$ cat config.mk
export PLATFORM = sky130hd
export DESIGN_NAME = spike_rate_decoder_flat
export DESIGN_NICKNAME = d
export VERILOG_FILES = /design/src/rtl/spike_rate_decoder_if.sv /design/src/rtl/spike_rate_decoder.sv /design/src/flat_wrapper.sv
export SDC_FILE = /design/constraint.sdc
export NUM_CORES = 1
export LEC_CHECK = 0
export ABC_AREA = 0
export CAP_MARGIN = 15
export CORE_UTILIZATION = 48
export DETAILED_ROUTE_END_ITERATION = 10
export PLACE_DENSITY = 0.69
export SETUP_SLACK_MARGIN = 0.15
export SYNTH_ARGS = -nofsm -noshare
export SYNTH_HDL_FRONTEND = slang
export SYNTH_SLANG_ARGS = --single-unit
$ cat constraint.sdc
create_clock -name clk_i -period 13.21 [get_ports clk_i]
set_clock_uncertainty 0.2 [all_clocks]
set_input_delay 1.9815 -clock clk_i [delete_from_list [all_inputs] [get_ports clk_i]]
set_output_delay 1.9815 -clock clk_i [all_outputs]
set_load 0.05 [all_outputs]
$ cat src/rtl/spike_rate_decoder_if.sv
// Result channel of the spike rate decoder: valid/ready handshake plus the
// per-window payload (packed counts, argmax winner, tie and saturation flags).
interface spike_rate_decoder_if #(
  parameter int unsigned CW = 6
);
  logic            result_valid;
  logic            result_ready;
  logic [4*CW-1:0] count_bus;
  logic [1:0]      winner;
  logic            tie;
  logic            saturated;

  // Producer side: the decoder drives the result and samples ready.
  modport master (
    output result_valid,
    output count_bus,
    output winner,
    output tie,
    output saturated,
    input  result_ready
  );

  // Consumer side: readout/control logic.
  modport slave (
    input  result_valid,
    input  count_bus,
    input  winner,
    input  tie,
    input  saturated,
    output result_ready
  );
endinterface

$ cat src/rtl/spike_rate_decoder.sv
// Spike rate decoder: counts rising edges on four spike lines over a
// programmable window and publishes the counts, the most active channel and
// tie/saturation flags through a valid/ready result channel.
module spike_rate_decoder #(
  parameter int unsigned CW = 6,
  parameter int unsigned WW = 8
) (
  input  logic                 clk_i,
  input  logic                 rst_ni,
  input  logic                 enable_i,
  input  logic [WW-1:0]        window_len_i,
  input  logic [3:0]           spike_i,
  spike_rate_decoder_if.master res,
  output logic                 overrun_o,
  output logic                 busy_o
);

  localparam logic [CW-1:0] CntMax = '1;

  typedef enum logic [0:0] {StIdle, StCount} state_e;

  state_e                 state_q, state_d;
  logic [WW-1:0]          win_q, win_d;
  logic [3:0]             spike_q;
  logic [3:0][CW-1:0]     cnt_q, cnt_d;
  logic [3:0]             sat_q, sat_d;

  logic                   valid_q, valid_d;
  logic [3:0][CW-1:0]     res_cnt_q, res_cnt_d;
  logic [1:0]             winner_q, winner_d;
  logic                   tie_q, tie_d;
  logic                   res_sat_q, res_sat_d;
  logic                   overrun_q, overrun_d;

  logic [3:0]             ev;
  logic [3:0][CW-1:0]     cnt_inc;
  logic [3:0]             sat_inc;
  logic [1:0]             best_idx;
  logic [CW-1:0]          best_val;
  logic [2:0]             num_max;
  logic                   tie_c;
  logic                   win_end;
  logic                   can_load;

  // Rising-edge detect against last cycle's sample; history runs in every state.
  assign ev = spike_i & ~spike_q;

  // Per-channel saturating increment with this cycle's event folded in.
  always_comb begin
    cnt_inc = cnt_q;
    sat_inc = sat_q;
    for (int i = 0; i < 4; i++) begin
      if (ev[i]) begin
        if (cnt_q[i] == CntMax) begin
          sat_inc[i] = 1'b1;
        end else begin
          cnt_inc[i] = cnt_q[i] + CW'(1);
        end
      end
    end
  end

  // Argmax over the final counts; strict '>' keeps the lowest index on ties.
  always_comb begin
    best_idx = 2'd0;
    best_val = cnt_inc[0];
    for (int i = 1; i < 4; i++) begin
      if (cnt_inc[i] > best_val) begin
        best_val = cnt_inc[i];
        best_idx = 2'(i);
      end
    end
    num_max = 3'd0;
    for (int i = 0; i < 4; i++) begin
      if (cnt_inc[i] == best_val) begin
        num_max = num_max + 3'd1;
      end
    end
    tie_c = (num_max > 3'd1);
  end

  assign win_end  = (state_q == StCount) && (win_q == '0);
  // A finished window may overwrite the result only if the slot is free or
  // being drained on this very edge.
  assign can_load = !valid_q || res.result_ready;

  // Next-state logic for the window FSM, counters and result registers.
  always_comb begin
    state_d   = state_q;
    win_d     = win_q;
    cnt_d     = cnt_q;
    sat_d     = sat_q;
    valid_d   = valid_q & ~res.result_ready;
    res_cnt_d = res_cnt_q;
    winner_d  = winner_q;
    tie_d     = tie_q;
    res_sat_d = res_sat_q;
    overrun_d = overrun_q;

    unique case (state_q)
      StIdle: begin
        cnt_d = '0;
        sat_d = '0;
        if (enable_i && (window_len_i != '0)) begin
          state_d = StCount;
          win_d   = window_len_i - WW'(1);
        end
      end
      StCount: begin
        if (win_end) begin
          if (can_load) begin
            valid_d   = 1'b1;
            res_cnt_d = cnt_inc;
            winner_d  = best_idx;
            tie_d     = tie_c;
            res_sat_d = |sat_inc;
          end else begin
            overrun_d = 1'b1;
          end
          cnt_d = '0;
          sat_d = '0;
          // Back-to-back windows pick up whatever window_len is now.
          if (enable_i && (window_len_i != '0)) begin
            win_d = window_len_i - WW'(1);
          end else begin
            state_d = StIdle;
          end
        end else if (!enable_i) begin
          // Abort: partial window is discarded without a result.
          state_d = StIdle;
          cnt_d   = '0;
          sat_d   = '0;
        end else begin
          cnt_d = cnt_inc;
          sat_d = sat_inc;
          win_d = win_q - WW'(1);
        end
      end
      default: begin
        state_d = StIdle;
      end
    endcase
  end

  // Window FSM, counters and spike history.
  always_ff @(posedge clk_i or negedge rst_ni) begin
    if (!rst_ni) begin
      state_q <= StIdle;
      win_q   <= '0;
      spike_q <= '0;
      cnt_q   <= '0;
      sat_q   <= '0;
    end else begin
      state_q <= state_d;
      win_q   <= win_d;
      spike_q <= spike_i;
      cnt_q   <= cnt_d;
      sat_q   <= sat_d;
    end
  end

  // Result registers and the sticky overrun flag.
  always_ff @(posedge clk_i or negedge rst_ni) begin
    if (!rst_ni) begin
      valid_q   <= 1'b0;
      res_cnt_q <= '0;
      winner_q  <= 2'd0;
      tie_q     <= 1'b0;
      res_sat_q <= 1'b0;
      overrun_q <= 1'b0;
    end else begin
      valid_q   <= valid_d;
      res_cnt_q <= res_cnt_d;
      winner_q  <= winner_d;
      tie_q     <= tie_d;
      res_sat_q <= res_sat_d;
      overrun_q <= overrun_d;
    end
  end

  assign res.result_valid = valid_q;
  assign res.count_bus    = res_cnt_q;
  assign res.winner       = winner_q;
  assign res.tie          = tie_q;
  assign res.saturated    = res_sat_q;
  assign overrun_o        = overrun_q;
  assign busy_o           = (state_q == StCount);

endmodule

$ cat src/flat_wrapper.sv
// flat-port wrapper written by rule: the top's interface ports become plain ports
module spike_rate_decoder_flat 
#(
  parameter int unsigned CW = 6,
  parameter int unsigned WW = 8
)
  (clk_i, rst_ni, enable_i, window_len_i, spike_i, overrun_o, busy_o, res_result_valid, res_count_bus, res_winner, res_tie, res_saturated, res_result_ready);
  spike_rate_decoder_if #(.CW(CW)) res_i ();
  input  logic clk_i;
  input  logic rst_ni;
  input  logic enable_i;
  input  logic [WW-1:0] window_len_i;
  input  logic [3:0] spike_i;
  output logic overrun_o;
  output logic busy_o;
  output wire logic [$bits(res_i.result_valid)-1:0] res_result_valid;
  output wire logic [$bits(res_i.count_bus)-1:0] res_count_bus;
  output wire logic [$bits(res_i.winner)-1:0] res_winner;
  output wire logic [$bits(res_i.tie)-1:0] res_tie;
  output wire logic [$bits(res_i.saturated)-1:0] res_saturated;
  input wire logic [$bits(res_i.result_ready)-1:0] res_result_ready;
  assign res_result_valid = res_i.result_valid;
  assign res_count_bus = res_i.count_bus;
  assign res_winner = res_i.winner;
  assign res_tie = res_i.tie;
  assign res_saturated = res_i.saturated;
  assign res_i.result_ready = res_result_ready;
  spike_rate_decoder #(.CW(CW), .WW(WW)) u_core (.clk_i(clk_i), .rst_ni(rst_ni), .enable_i(enable_i), .window_len_i(window_len_i), .spike_i(spike_i), .res(res_i), .overrun_o(overrun_o), .busy_o(busy_o));
endmodule
==> results by group <==
Place
  • Final GP Congestion: roughly 0.86
  • Post-detail-place hpwl: around 7.6 mm
  • PortBufs: 46

Clocking
  • Clk slew on worst S/H paths: 0.08 ns
  • Post-cts resize count: 0
  • Hold buffers post-CTS: 0
  • Postcts setup bufs: 0
  • H-tree depth: 3
  • # clock sinks: 71
  • TritonCTS clock tree: built
  • Root Driver: clkbuf_8
  • Clk buf depth: 2
  • CTS buffer count: 9
  • Clock Latency Late Sink: between 0.3 and 0.4 ns

Logic synthesis
  • Post-synth cell types: 64
  • Seq/Total Area, Yosys: 0.3894
  • Post-synth EDFFs: 0
  • #FFs+latches synth: between 70 and 80
  • Ys Warns: 0
  • Synth Instances: about 490
  • Post-synth ARST share: 1.000
  • Post-Syn Nets: roughly 540
  • Post-Syn Area: roughly 4600 µm²
  • Top_reg_cell synth: dfrtp_1
  • Syn_area_per_cell: approximately 9 µm²

Route
  • Residual DRC count: 0
  • Via-per-instance ratio: about 5.5
  • Antenna Nets Post-Route: 0
  • Via count: 3,679
  • Routed WL: 10.08 mm
  • Initial DRC count: 155
  • Routed met3 length: roughly 440 µm
  • Average wire per standard cell: between 10 and 15 µm
  • Met1 Wirelength: between 4 and 5 mm
  • Drt pass-1 iters: 4
  • Top Layer Used: met4
  • Met2 Wirelength: ~4.7 mm

Pwr
  • Net switching power: roughly 330 µW
  • Combinational power share: 0.454
  • Clk pwr share: 0.228
  • Switch share: 0.3935
  • P_int: between 500 and 600 µW
  • P_leak: 0.002416 µW
  • Cell Pwr Density: about 150 nW/µm²
  • Worst VDD drop: between 80 and 90 µV
  • Flop pwr share: 0.318

Finish
  • Fin nets: 586
  • Commonest non-fill, non-tap cell in the layout: dfrtp_1
  • Antenna Diode Count: 0
  • Most frequent cells in the layout: 71 x dfrtp_1, 59 x nand2_1, 45 x clkdlybuf4s50_1
  • Layout cell share with drive strength beyond 1: 0.08791
  • Layout area overhead: 17.71%
  • Layout Utilization: 0.5813

STA
  • Minimum clock period: just over 10 ns
  • Fin crit share: 0.7611
  • Worst-margin pin slew: ~0.9 ns
  • RSZ-0062 raised after global routing: no
  • Setup TNS: 0 ns
  • Relative slew slack: 0.3924
  • Peak Freq: about 0.099 GHz
  • Max-slew violations: 0
  • Min Hold Slack: 0.2812 ns
  • Final setup fails: 0
  • Final Hold Fails: 0

Global routing
  • Initial antenna violation count: 0
  • First-pass GRT wire length: ~17 mm
  • GRT overflow: 0
  • Largest net degree at the start of global routing: roughly 70
  • Vias in the first global route: between 3,000 and 4,000
  • Total GRT Usage: 0.2159

Hold path
  • Hold Startpoint: u_core.res.saturated$_DFFE_PN0P_
  • Hold Crit Class: reg2reg
  • WHS Endpoint: u_core.res.saturated$_DFFE_PN0P_
  • Hold Path Depth: 2

Critical path
  • Reg2reg end: u_core.res.tie$_DFFE_PN0P_
  • Register-to-register setup slack: roughly 4.7 ns
  • Crit path max fanout: 16
  • Crit Reg-Reg Startpoint: u_core.cnt_q[6]$_DFF_PN0_
  • Crit path launch type: input pin
  • CP endpoint kind: flop
  • Crit path DAT: roughly 10 ns
  • Worst path slowest cell: o32a_1
  • Worst setup path class: in2reg
  • Worst reg-to-reg path cell count: 33
  • CP dominant cell by count: ha_1
  • CP max stage delay: approximately 0.59 ns
  • Required time worst endpoint: ~13 ns

Floorplanning
  • Die ar.: 9900 µm²
  • I/O Pins: 47
  • Area of the core: roughly 9200 µm²
  • Initial Utilization: 0.4938
  • Die extent in y: 99.50 µm
  • Die X-Extent: between 90 and 100 µm
  • Row count: 35

Run
  • Maxcap violations: 0

Outcome
  • Status: complete, no violations
[how the worst max path moves through the flow]
stage | startpoint | endpoint | slack (ns) | cells after the start
after floorplan | spike_i[1] | u_core.res.tie$_DFFE_PN0P_ | 3.97 | 36
after global placement | spike_i[1] | u_core.res.tie$_DFFE_PN0P_ | 3.09 | 33
after detailed placement | spike_i[1] | u_core.res.tie$_DFFE_PN0P_ | 2.84 | 33
after CTS | spike_i[1] | u_core.res.tie$_DFFE_PN0P_ | 3.20 | 33
after global routing | spike_i[1] | u_core.res.tie$_DFFE_PN0P_ | 2.61 | 36
final | spike_i[1] | u_core.res.tie$_DFFE_PN0P_ | 3.16 | 33
[cell families after synthesis]
group / count (synthesis) / synth area share
adder cells (fa/ha/maj): 28 / 0.07678
XOR/XNOR: 39 / 0.07979
flip-flops: 71 / 0.3894
AO/OA/AOI/OAI: 103 / 0.1486
multiplexers: 27 / 0.06992
buffers and inverters: 46 / 0.03839
AND/OR/NAND/NOR: 180 / 0.1971
[metrics by stage]
step	total power, µW	std cells	cell area, µm²	setup slack, ns
2_1_floorplan	555.3	494	4563	3.974
3_3_place_gp	629.2	660	5161	3.085
3_5_place_dp	643.9	660	5161	2.839
4_1_cts	835.0	675	5371	3.198
5_1_grt	889.8	675	5371	2.607
6_report	831.2	675	5371	3.156
[power by group through the flow]
stage / Combinational, µW / Clock [µW] / Sequential (µW)
floorplan: 241 / 0 / 314
global placement: 362 / 0 / 267
detailed placement: 375 / 0 / 268
CTS: 378 / 193 / 265
global route: 418 / 203 / 269
finish: 377 / 189 / 264
[cell usage after synthesis, types with 2 or more instances]
cell	n	area, µm²
o22ai_1	2	12.51
inv_1	32	120.1
mux2i_4	2	45.04
o31ai_1	2	15.01
mux2_4	3	45.04
o32a_1	2	20.02
and3b_1	2	17.52
a21o_1	5	37.54
mux2i_2	2	27.53
o2111ai_1	2	17.52
nand2b_1	7	43.79
and3_1	2	12.51
xnor2_1	29	254.0
a21oi_1	15	75.07
a22oi_1	2	15.01
xor2_2	2	32.53
ha_1	28	350.3
nor3_1	5	25.02
nor2_1	43	161.4
nor2b_1	10	62.56
o21ai_1	5	25.02
o21ai_2	7	61.31
buf_2	2	10.01
a31oi_1	6	37.54
o22a_1	2	17.52
clkbuf_1	11	41.29
and4b_1	4	40.04
or3_1	4	25.02
nor4_1	2	12.51
o221ai_1	3	26.28
xor2_1	7	61.31
or4_1	4	30.03
nand2_1	59	221.5
and2_1	5	31.28
o21ai_0	37	185.2
dfrtp_1	71	1777
mux2i_1	19	190.2
o211ai_1	2	15.01
nand3_1	14	70.07
nand4_1	9	56.30
[layer usage]
layer  up-vias  global-route usage
met5         -                   0
met4         0             0.08597
met3        14             0.03935
met2        80              0.3531
met1      1762              0.2845
li1       1823                   -
[critical path, delay by kind of cell]
kind | cells | cell delay (ns)
muxes | 6 | 2.04
adders and majority gates | 5 | 1.32
and+or+nand+nor | 10 | 1.96
xor gates and xnor gates | 1 | 0.17
buffers and inverters | 4 | 0.76
AOI/OAI and AO/OA | 7 | 1.83
[flip-flops by register name, indices dropped and copies added (netlist names)]
| register | cells |
|---|---|
| u_core.res.tie | 1 |
| u_core.cnt_q | 24 |
| u_core.overrun_o | 1 |
| u_core.win_q | 8 |
| u_core.busy_o | 1 |
| u_core.spike_q | 4 |
| u_core.res.winner | 2 |
| u_core.res.result_valid | 1 |
| u_core.sat_q | 4 |
| u_core.res.count_bus | 24 |
| u_core.res.saturated | 1 |
[area by class of cell]
class / instances / area, µm²
tap: 129 / 161.4
timing repair buffer: 50 / 485.5
inverter: 33 / 123.9
fill: 810 / 3869
multi-input combinational: 377 / 2614
clock buffer: 9 / 123.9
sequential: 71 / 1777
clock inverter: 6 / 86.33
Note: power is estimated with default switching activity, not from simulation.
